## src/rtl/sync_fifo_flags_if.sv

```systemverilog
// Write/read handshake and status bundle for sync_fifo_flags.
// Handshake: write_enable/read_enable are requests; they take effect only when accepted (see overflow/underflow).
interface sync_fifo_flags_if #(
  parameter int DATA_WIDTH = 32,
  parameter int SIZE_BITS  = 3
);
  logic [DATA_WIDTH-1:0] data;
  logic                  write_enable;
  logic                  read_enable;
  logic [DATA_WIDTH-1:0] q;
  logic                  q_valid;
  logic                  fifo_full;
  logic                  fifo_empty;
  logic                  almost_full;
  logic                  almost_empty;
  logic [SIZE_BITS:0]    fill_count;
  logic                  overflow;
  logic                  underflow;

  modport master (
    output data, write_enable, read_enable,
    input  q, q_valid, fifo_full, fifo_empty, almost_full, almost_empty,
           fill_count, overflow, underflow
  );

  modport slave (
    input  data, write_enable, read_enable,
    output q, q_valid, fifo_full, fifo_empty, almost_full, almost_empty,
           fill_count, overflow, underflow
  );
endinterface

```

## src/rtl/sync_fifo_flags.sv

```systemverilog
// Single-clock FIFO with registered flags, thresholds, occupancy and overflow/underflow pulses.
// Define FIFO_SHOWAHEAD_EN for first-word fall-through; default is a one-cycle registered read.
module sync_fifo_flags #(
  parameter int DATA_WIDTH          = 32,
  parameter int FIFO_SIZE           = 8,
  parameter int SIZE_BITS           = 3,
  parameter int ALMOST_FULL_THRESH  = 6,
  parameter int ALMOST_EMPTY_THRESH = 2
) (
  input logic clock,
  input logic reset,
  sync_fifo_flags_if.slave bus
);
  localparam int CW = SIZE_BITS + 1;
  localparam logic [CW-1:0] ONE      = CW'(1);
  localparam logic [CW-1:0] FULL_CNT = CW'(FIFO_SIZE);
  localparam logic [CW-1:0] AF_TH    = CW'(ALMOST_FULL_THRESH);
  localparam logic [CW-1:0] AE_TH    = CW'(ALMOST_EMPTY_THRESH);

  logic [DATA_WIDTH-1:0] mem [FIFO_SIZE];
  logic [CW-1:0]         wr_ptr, rd_ptr, count, count_next;
  logic [SIZE_BITS-1:0]  wr_idx, rd_idx;
  logic                  wr_acc, rd_acc;
  logic                  full_r, empty_r, af_r, ae_r, ovf_r, unf_r;

  assign wr_idx = wr_ptr[SIZE_BITS-1:0];
  assign rd_idx = rd_ptr[SIZE_BITS-1:0];

  // A read frees a slot in the same cycle, so a full FIFO can still take a write alongside it.
  always_comb begin
    rd_acc     = bus.read_enable & ~empty_r;
    wr_acc     = bus.write_enable & (~full_r | rd_acc);
    count_next = count;
    if (wr_acc && !rd_acc)      count_next = count + ONE;
    else if (!wr_acc && rd_acc) count_next = count - ONE;
  end

  always_ff @(posedge clock) begin
    if (reset) begin
      wr_ptr  <= '0;
      rd_ptr  <= '0;
      count   <= '0;
      full_r  <= 1'b0;
      empty_r <= 1'b1;
      af_r    <= (AF_TH == '0);
      ae_r    <= 1'b1;
      ovf_r   <= 1'b0;
      unf_r   <= 1'b0;
    end else begin
      if (wr_acc) wr_ptr <= wr_ptr + ONE;
      if (rd_acc) rd_ptr <= rd_ptr + ONE;
      count   <= count_next;
      // Flags come from the post-edge count so they never lag the occupancy.
      full_r  <= (count_next == FULL_CNT);
      empty_r <= (count_next == '0);
      af_r    <= (count_next >= AF_TH);
      ae_r    <= (count_next <= AE_TH);
      ovf_r   <= bus.write_enable & ~wr_acc;
      unf_r   <= bus.read_enable & ~rd_acc;
    end
  end

  always_ff @(posedge clock) begin
    if (wr_acc && !reset) mem[wr_idx] <= bus.data;
  end

`ifdef FIFO_SHOWAHEAD_EN
  assign bus.q       = mem[rd_idx];
  assign bus.q_valid = ~empty_r;
`else
  logic [DATA_WIDTH-1:0] q_r;
  logic                  q_valid_r;

  always_ff @(posedge clock) begin
    if (reset) begin
      q_r       <= '0;
      q_valid_r <= 1'b0;
    end else begin
      if (rd_acc) q_r <= mem[rd_idx];
      q_valid_r <= rd_acc;
    end
  end

  assign bus.q       = q_r;
  assign bus.q_valid = q_valid_r;
`endif

  assign bus.fifo_full    = full_r;
  assign bus.fifo_empty   = empty_r;
  assign bus.almost_full  = af_r;
  assign bus.almost_empty = ae_r;
  assign bus.fill_count   = count;
  assign bus.overflow     = ovf_r;
  assign bus.underflow    = unf_r;
endmodule

```

## src/flat_wrapper.sv

```systemverilog
// flat-port wrapper written by rule: the top's interface ports become plain ports
module sync_fifo_flags_flat 
#(
  parameter int DATA_WIDTH          = 32,
  parameter int FIFO_SIZE           = 8,
  parameter int SIZE_BITS           = 3,
  parameter int ALMOST_FULL_THRESH  = 6,
  parameter int ALMOST_EMPTY_THRESH = 2
)
  (clock, reset, bus_data, bus_write_enable, bus_read_enable, bus_q, bus_q_valid, bus_fifo_full, bus_fifo_empty, bus_almost_full, bus_almost_empty, bus_fill_count, bus_overflow, bus_underflow);
  sync_fifo_flags_if #(.DATA_WIDTH(DATA_WIDTH), .SIZE_BITS(SIZE_BITS)) bus_i ();
  input logic clock;
  input logic reset;
  input wire logic [$bits(bus_i.data)-1:0] bus_data;
  input wire logic [$bits(bus_i.write_enable)-1:0] bus_write_enable;
  input wire logic [$bits(bus_i.read_enable)-1:0] bus_read_enable;
  output wire logic [$bits(bus_i.q)-1:0] bus_q;
  output wire logic [$bits(bus_i.q_valid)-1:0] bus_q_valid;
  output wire logic [$bits(bus_i.fifo_full)-1:0] bus_fifo_full;
  output wire logic [$bits(bus_i.fifo_empty)-1:0] bus_fifo_empty;
  output wire logic [$bits(bus_i.almost_full)-1:0] bus_almost_full;
  output wire logic [$bits(bus_i.almost_empty)-1:0] bus_almost_empty;
  output wire logic [$bits(bus_i.fill_count)-1:0] bus_fill_count;
  output wire logic [$bits(bus_i.overflow)-1:0] bus_overflow;
  output wire logic [$bits(bus_i.underflow)-1:0] bus_underflow;
  assign bus_i.data = bus_data;
  assign bus_i.write_enable = bus_write_enable;
  assign bus_i.read_enable = bus_read_enable;
  assign bus_q = bus_i.q;
  assign bus_q_valid = bus_i.q_valid;
  assign bus_fifo_full = bus_i.fifo_full;
  assign bus_fifo_empty = bus_i.fifo_empty;
  assign bus_almost_full = bus_i.almost_full;
  assign bus_almost_empty = bus_i.almost_empty;
  assign bus_fill_count = bus_i.fill_count;
  assign bus_overflow = bus_i.overflow;
  assign bus_underflow = bus_i.underflow;
  sync_fifo_flags #(.DATA_WIDTH(DATA_WIDTH), .FIFO_SIZE(FIFO_SIZE), .SIZE_BITS(SIZE_BITS), .ALMOST_FULL_THRESH(ALMOST_FULL_THRESH), .ALMOST_EMPTY_THRESH(ALMOST_EMPTY_THRESH)) u_core (.clock(clock), .reset(reset), .bus(bus_i));
endmodule
```

## config.mk

```make
export PLATFORM = sky130hd
export DESIGN_NAME = sync_fifo_flags_flat
export DESIGN_NICKNAME = d
export VERILOG_FILES = /design/src/rtl/sync_fifo_flags_if.sv /design/src/rtl/sync_fifo_flags.sv /design/src/flat_wrapper.sv
export SDC_FILE = /design/constraint.sdc
export NUM_CORES = 1
export LEC_CHECK = 0
export BUFFER_PORTS_ARGS = -buffer_cell sky130_fd_sc_hd__buf_2
export CAP_MARGIN = 15
export CORE_ASPECT_RATIO = 1.1
export CORE_MARGIN = 5
export CORE_UTILIZATION = 45
export DETAILED_ROUTE_END_ITERATION = 7
export GPL_TIMING_DRIVEN = 0
export PLACE_DENSITY = 0.6
export SLEW_MARGIN = 20
export SYNTH_ARGS = -nofsm -noshare
export SYNTH_HDL_FRONTEND = slang
export SYNTH_SLANG_ARGS = --single-unit
```

## constraint.sdc

```tcl
create_clock -name clock -period 4.9 [get_ports clock]
set_clock_uncertainty 0.2 [all_clocks]
set_input_delay 0.245 -clock clock [delete_from_list [all_inputs] [get_ports clock]]
set_output_delay 0.245 -clock clock [all_outputs]
set_load 0.01 [all_outputs]
```

==> results.md, run 1 <==
- The die covers roughly 0.029 sq mm.
- For this design the ratio of total power to cell area is between 400 and 500 mW/mm^2.
- Across the whole layout, storage elements account for just under 0.009 sq mm.
- The worst register-to-register path ends at u_core.mem[0][29].
- The core area is 0.02519 sq mm.
- In this run, the number of DRC markers left after iteration 0 of detailed routing was between 400 and 500.
- Among the stages of the critical path, the cell type that occurs most often is sky130_fd_sc_hd__buf_4.
- After filler insertion, the fill cell instance count of the layout stands at about 2000.
- Buffers inserted during clock tree synthesis total 29.
- The clock drives approximately 310 sinks.
- The number of antenna violations at the first check in global routing is 0.
- The TritonCTS clock tree is done.
- The die extent in x is about 160 um.
- The number of optimization iterations in the first detailed-route pass is 4.
- Once the clock tree was built, the setup fixing pass inserted 0 buffers.
- The number of synthesis warnings is 0.
- The maximum clock rate is around 340 MHz.
- CTS built an H-tree with a depth of 1.
- In this run the critical register-to-register path is launched from u_core.bus.fifo_empty.
- For this run, the leading register cell type out of synthesis is sky130_fd_sc_hd__edfxtp_1.
- Using the TritonRoute via totals, the vias-per-cell ratio works out to about 5.5.
- The number of different library cells used by synthesis comes to 38.
- The post-route met1 wirelength is around 11000 um.
- For hold timing, the worst endpoint is u_core.mem[4][12].
- The sum of met2 wire segment lengths after detailed routing is ~13000 um.
- The slew at the pin closest to its max-slew limit is about 0.83 ns.
- The synthesized design contains 305 register bits.
- The final route contains roughly 5900 vias.
- The number of rows created at floorplan is a little over 60.
- The chip height is about 180 um.
- No sink is reached through more buffers than the 3 on the longest clock path.
- The detailed-route wire length is around 25000 um.
- The synthesized netlist occupies a cell area of approximately 0.011 sq mm.
- Relative to the synthesized area, the layout overhead comes to 21.51%.
- The total count of hold-check failures in the final report is 0.
- The clock network latency to the later pin of the worst-skew pair is roughly 0.55 ns.
- The maximum number of pins on one net before global-route repair is 18.
- The critical path is of the flop to flop type.
- The delay of the slowest critical-path stage is ~0.50 ns.
- Clock-pin slew was measured on the worst setup and hold paths at 0.06 ns.
- VDD sags by at most 0.2467 mV.
- The class of the most critical hold timing path is input port to flop.
- Along the worst path, the maximum fanout reaches 8.
- The worst setup path is captured at a flop.
- OpenSTA, run right after detailed placement, puts the worst setup slack at around 1.9 ns.
- Setup violations remaining at the end of the flow were counted as 0.
- The clock tree root driver cell is sky130_fd_sc_hd__clkbuf_16.
- For the worst flop-to-flop path, the logic depth is 9.
- The final period utilization is between 60% and 70%.
- The first global-routing pass estimated ~38000 um of wire.
- The multi-input gate area in the final layout is between 0.002 and 0.003 sq mm.
- The setup slack of the critical path after layout is roughly 1.9 ns.
- Max-cap violations in this run came to 0.
- Traced cell by cell, the critical path runs through nand2b_1 -> buf_4 -> nand2_4 -> nand2_1 -> or3_4 -> nor3_2 -> buf_4 -> buf_4 -> buf_4.
- The kind of cell with the highest combined delay on the critical path is simple AND/OR/NAND/NOR gates.
- In the final routed layout, each cell accounts on average for about 23 um.
- The total congestion overflow after global routing is 0.
- After detailed routing, the met3 layer carries between 1000 and 1500 um of wire.
- Setup repair after global routing left no endpoint under its margin.
- The number of global-route vias before repair came to roughly 6300.
- The worst setup slack for register-to-register paths is between 1.5 and 2 ns.
- Across every metal layer, demand over resource in global routing totals between 10% and 20%.
- For the finished layout, the period the worst path requires is 2.977 ns.
- Summing the sequential cell areas from Yosys gives 75.77% of the chip area.
- 0 antenna diodes ended up in the layout.
- The proportion of layout cells with a drive suffix above 1 is about a third.
- After detailed routing, the number of remaining DRC violations is 0.
- The HPWL after detailed placement is 15880 um.
- The run finished with clean final reports.
- The antenna violation net count after detailed routing is 0.
- The origin of the worst min-delay path is bus_data[12].
- Among all stages on the critical path, the largest delay is contributed by sky130_fd_sc_hd__nor3_2.
- The net count of the mapped netlist is between 600 and 700.
- The final total power is roughly 6 mW.
- Routed signal wires occupy layers up through met4.
- The element type at the critical path start is a flop.
- The reported leakage power is 4.674 nW.
- The boundary pin count is roughly 80.
- Counting instances, the worst hold path has a depth of 2.
- For this configuration, the core starts out at a cell density of between 40% and 50%.
- In the synthesized netlist, the number of instances is around 570.
- STA puts the critical path data required time at slightly below 5 ns.
- At the worst endpoint, the arrival time is between 3 and 4 ns.
- The synthesized design contains roughly 260 enable-type register cells.
- Dividing the synthesized area by the synthesized cell count gives 19.93 sq um.
- The number of nets in the layout is about 780.
- The normalized max-slew margin is roughly 44%.
- The number of max-slew violations in the final report is 0.
- The proportion of register bits with asynchronous set or reset after synthesis is 0%.
- Routability-driven placement finished with a final weighted congestion of between 0.7 and 0.8.
- During placement, the flow inserted port buffers numbering about 80.
- The number of buffers and inverters on the critical path is 4.
## metal layers
| layer | track usage, % | up-vias |
|---|---|---|
| li1 | - | 2643 |
| met1 | 23.60 | 3100 |
| met2 | 31.39 | 125 |
| met3 | 2.749 | 24 |
| met4 | 3.278 | 0 |
| met5 | 0 | - |
## through the flow
| step | hold slack, ns | instance area (sq um) | setup TNS (ns) | util (%) | cells |
|---|---|---|---|---|---|
| floorplan | 0.1439 | 11440 | 0 | - | 574 |
| global placement | 0.3009 | 12230 | -95.13 | 48.54 | 967 |
| detailed placement | 0.3177 | 12580 | 0 | 49.95 | 985 |
| CTS | 0.2715 | 13900 | 0 | 55.20 | 1074 |
| global route | 0.3039 | 13900 | 0 | 55.20 | 1074 |
| finish | 0.2905 | 13900 | 0 | 55.20 | 1074 |
## logic make-up after synthesis
| family | after synthesis | share of synthesized area (%) |
|---|---|---|
| muxes | 98 | 15.62 |
| xor gates and xnor gates | 6 | 0.4593 |
| AOI/OAI and AO/OA | 77 | 3.609 |
| DFF | 305 | 75.77 |
| and+or+nand+nor | 49 | 2.319 |
| adders and majority gates | 4 | 0.4375 |
| buffers and inverters | 35 | 1.794 |
## Yosys cell counts (all sizes together), types with 3 or more instances
cell type,count,area (sq um)
edfxtp,256,7687
mux4,64,1441
dfxtp,49,980.9
o21ai,36,183.9
a21oi,35,175.2
mux2i,33,330.3
buf,19,141.4
nor2,17,66.32
clkbuf,13,52.55
nand2,9,41.29
nand3,5,25.02
ha,4,50.05
nand2b,4,25.02
xor2,4,35.03
inv,3,11.26
nor2b,3,26.27
nor3,3,15.01
## repair_timing
item                                   in CTS  in global routing
resized for setup                           0                  0
endpoints found under the hold margin     264                  0
hold buffers                               35                  0
## cells in the final DEF (no fill, tap or decap), drive strengths merged, types with 2 or more instances in the layout
cell type / count
nor3: 3
xor2: 4
nand2b: 4
dfxtp: 49
inv: 4
ha: 4
bufinv: 2
dlygate4sd3: 35
o21ai: 36
clkinv: 5
nand2: 9
xnor2: 2
nand3: 5
mux4: 64
nor2: 17
mux2i: 33
edfxtp: 256
clkbuf: 59
a31oi: 2
a211oi: 2
a21oi: 35
nor2b: 3
buf: 115
## cell type report
class	instances	share of cell area, %
tap	315	2.835
timing repair buffer	131	7.479
clock buffer	46	6.255
buffer	32	1.395
multi-input combinational	234	18.86
inverter	3	0.08100
sequential	305	62.35
clock inverter	8	0.7380
## sequential cells by signal (all words and copies together), names as in the netlist
register / count
u_core.bus.almost_empty: 1
u_core.bus.fifo_empty: 1
u_core.bus.fifo_full: 1
u_core.rd_ptr: 3
u_core.wr_ptr: 3
u_core.bus.overflow: 1
u_core.bus.almost_full: 1
u_core.bus.q: 32
u_core.mem: 256
u_core.bus.q_valid: 1
u_core.bus.fill_count: 4
u_core.bus.underflow: 1
## worst max-delay path by stage
stage | from | end | cells after the start | slack, ns
2_1_floorplan | u_core.bus.fifo_empty | u_core.mem[0][0] | 6 | 0.84
3_5_place_dp | u_core.bus.fifo_empty | u_core.mem[0][10] | 9 | 1.88
3_3_place_gp | u_core.bus.fifo_empty | u_core.mem[0][10] | 6 | -1.63
6_report | u_core.bus.fifo_empty | u_core.mem[0][29] | 9 | 1.92
5_1_grt | u_core.bus.fifo_empty | u_core.mem[0][28] | 9 | 1.72
4_1_cts | u_core.bus.fifo_empty | u_core.mem[0][29] | 9 | 1.89
## report_power, final
part | total [mW] | switching [mW] | internal, mW
logic | 0.714 | 0.379 | 0.335
registers | 2.97 | 0.0557 | 2.91
clock network | 2.25 | 0.928 | 1.32
Note: power is estimated with default switching activity, not from simulation.
==> inputs of run 2 (changes only) <==
--- a/config.mk
+++ b/config.mk
@@ -12,7 +12,7 @@
 export CORE_UTILIZATION = 45
 export DETAILED_ROUTE_END_ITERATION = 7
 export GPL_TIMING_DRIVEN = 0
-export PLACE_DENSITY = 0.6
+export PLACE_DENSITY = 0.63
 export SLEW_MARGIN = 20
 export SYNTH_ARGS = -nofsm -noshare
 export SYNTH_HDL_FRONTEND = slang
==> constraint.sdc (replaced) <==
create_clock -name clock -period 2.4 [get_ports clock]
set_clock_uncertainty 0.2 [all_clocks]
set_input_delay 0.12 -clock clock [delete_from_list [all_inputs] [get_ports clock]]
set_output_delay 0.12 -clock clock [all_outputs]
set_load 0.01 [all_outputs]
==> run 2 against run 1 <==
  * Global-route usage shrank 0.58 points
  * Critical path depth decreased by 1
  * First-iteration DRC count is 13% lower
  * Sequential power is 100% higher
  * Cell count grew 0.65%
  * Routed wire length shrank 1.3%
  * Worst hold slack worse by 0.10 ns
  * Sequential cell count is the same
  * Count of clock-buffer cells in the layout fell by 7
==> results.md, run 2 (synthesized netlist as in run 1, its figures left out) <==
- For this run, design rule violations remaining after detail routing come to 0.
- The core region is 0.02519 sq mm.
- During I/O placement, the number of pins put on the boundary was slightly below 80.
- Relative to the synthesized area, the layout overhead comes to 22.77%.
- The clock transition at the registers of the reported paths is roughly 0.060 ns.
- The clock sink total is roughly 300.
- Setup violations remaining at the end of the flow were counted as 0.
- The register ranked first by flip-flop count is u_core.mem.
- After routing, the total negative slack on setup checks comes to 0 ns.
- Leaving out fill and tap cells, the most frequent cell in the layout is sky130_fd_sc_hd__edfxtp_1.
- The worst hold path begins at bus_data[22].
- The total count of hold-check failures in the final report is 0.
- The worst hold path was traced through 2 stages.
- The proportion of layout cells with a drive suffix above 1 is 33.29%.
- For the pin with the worst max-slew slack, the measured transition is a little over 0.8 ns.
- Setup repair after global routing left no endpoint under its margin.
- The average routed wire per standard cell is 22.69 um.
- The diode insertion count for antenna repair is 0.
- Including well taps, the total number of placed cells is roughly 1000.
- The number of rows created at floorplan is 61.
- The first global-routing pass estimated approximately 37000 um of wire.
- The layout filler cell count is roughly 1900.
- The number of max-slew violations in the final report is 0.
- The beginning of the critical path is u_core.bus.fifo_empty.
- In this run the power density over the cells is around 870 mW/mm^2.
- The post-layout minimum cycle time is ~2.3 ns.
- The number of global-route vias before repair is 6168.
- The endpoint class of the critical path is a flop.
- The first detailed-routing pass took 5 iterations.
- The reported leakage power is between 4 and 5 nW.
- The maximum number of pins on one net before global-route repair is 18.
- The critical path data arrival time is between 2 and 2.5 ns.
- The max-capacitance violation count is 0.
- The maximum clock rate is about 430 MHz.
- The total routing usage reported by global routing is approximately 17%.
- The count of nets left with antenna violations once routing finished came out at 0.
- The floorplan step defined a die boundary enclosing 0.02872 sq mm.
- TritonCTS built the clock tree.
- For the worst-skew pair, the clock arrives at the later sink with an insertion delay of about 0.54 ns.
- The number of antenna violations at the first check in global routing is 0.
- Along the worst path, the maximum fanout reaches 11.
- The class of the most critical hold timing path is input port to flop.
- The ratio of routed vias to standard cells is roughly 5.5.
- The routed design has between 20000 and 25000 um of wire.
- The number of CTS-inserted buffers is 30.
- The normalized max-slew margin is 45.60%.
- At the worst endpoint, the required time is around 2.4 ns.
- The chip height is 177.2 um.
- The number of buffer cells added on primary ports is 78.
- The largest vdd supply drop is just over 0.5 mV.
- The clock tree root driver cell is sky130_fd_sc_hd__clkbuf_16.
- The worst setup path is launched from a flop.
- The launch instance of the worst register-to-register path is u_core.bus.fifo_empty.
- The depth of the worst register-to-register path is 8.
- In this run, post-CTS repair resized a total of 0 instances.
- The number of nets in the layout is between 700 and 800.
- In this run the deepest clock path goes through 3 buffers.
- For this configuration, the core starts out at a cell density of a little under half.
- The register with the most flip-flops in the layout has between 200 and 300 of them.
- The type of the setup path with the least slack is flop to flop.
- The HPWL after detailed placement is about 15000 um.
- The run finished with clean final reports.
- The die extent in x is around 160 um.
- The final weighted congestion of routability-driven global placement is 0.7482.
- The area taken by flip-flops and latches is a little under 0.009 sq mm.
- The detailed router placed roughly 5900 vias in this run.
- The total congestion overflow after global routing is 0.
- The count of non-filler cells in the finished layout is about 1100.
- The multi-input gate area in the final layout is 0.002650 sq mm.
- CTS built an H-tree with a depth of 1.
- The first routing iteration left 393 violations.
- Dividing the final minimum period by the clock period gives ~100%.
- In the layout the commonest cells are sky130_fd_sc_hd__edfxtp_1, sky130_fd_sc_hd__buf_2, sky130_fd_sc_hd__mux4_2.
run 2: per-layer routing:
layer	global-route usage (%)	wire length (um)	vias to the layer above
met5	0	0	-
met4	3.102	274	0
met3	2.865	1186	20
met2	30.39	12870	151
met1	22.66	10200	3070
li1	-	-	2673
run 2: stage by stage:
| step | util, % | setup WS, ns | cell area [sq um] | hold slack (ns) | power [mW] |
|---|---|---|---|---|---|
| finish | 55.77 | 0.05743 | 14050 | 0.1863 | 12.27 |
| global route | 55.77 | 0.01244 | 14050 | 0.1845 | 12.75 |
| CTS | 55.77 | 0.08557 | 14050 | 0.1729 | 12.40 |
| detailed placement | 49.75 | -0.2913 | 12530 | 0.1912 | 7.627 |
| global placement | 48.86 | -1.187 | 12310 | 0.1754 | 7.568 |
| floorplan | - | -0.2245 | 11520 | 0.01887 | 7.105 |
run 2: path summary, 6_finish.rpt:
check | end | slack [ns]
hold / removal | u_core.mem[5][22] | 0.19
setup / recovery | u_core.mem[0][11] | 0.06
hold reg to reg | u_core.bus.q[21] | 0.35
setup reg to reg | u_core.mem[0][11] | 0.06
run 2: final cells by class:
cell class / count / area share, %
sequential: 305 / 61.74
inverter: 3 / 0.08017
timing repair buffer: 137 / 7.821
buffer: 32 / 1.407
tap: 315 / 2.806
clock buffer: 39 / 6.093
multi-input combinational: 234 / 18.87
clock inverter: 16 / 1.185
run 2: report_power, final:
part	total, mW	internal (mW)	switching (mW)
clock	4.72	2.83	1.89
combinational	1.48	0.703	0.777
sequential	6.07	5.95	0.120
run 2: what timing repair did:
action	4_1_cts	5_1_grt
setup buffers	11	0
hold buffers	36	0
hold endpoints to repair	276	0
endpoints found under the setup margin	205	0
run 2: worst max-delay path, cell delays in order, from the launching register on:
cell                       delay (ns)
sky130_fd_sc_hd__dfxtp_4         0.36
sky130_fd_sc_hd__nand2b_4        0.14
sky130_fd_sc_hd__buf_6           0.14
sky130_fd_sc_hd__nand2_4         0.10
sky130_fd_sc_hd__nand2_4         0.06
sky130_fd_sc_hd__or3_4           0.43
sky130_fd_sc_hd__nor3_4          0.24
sky130_fd_sc_hd__buf_6           0.20
sky130_fd_sc_hd__buf_16          0.15
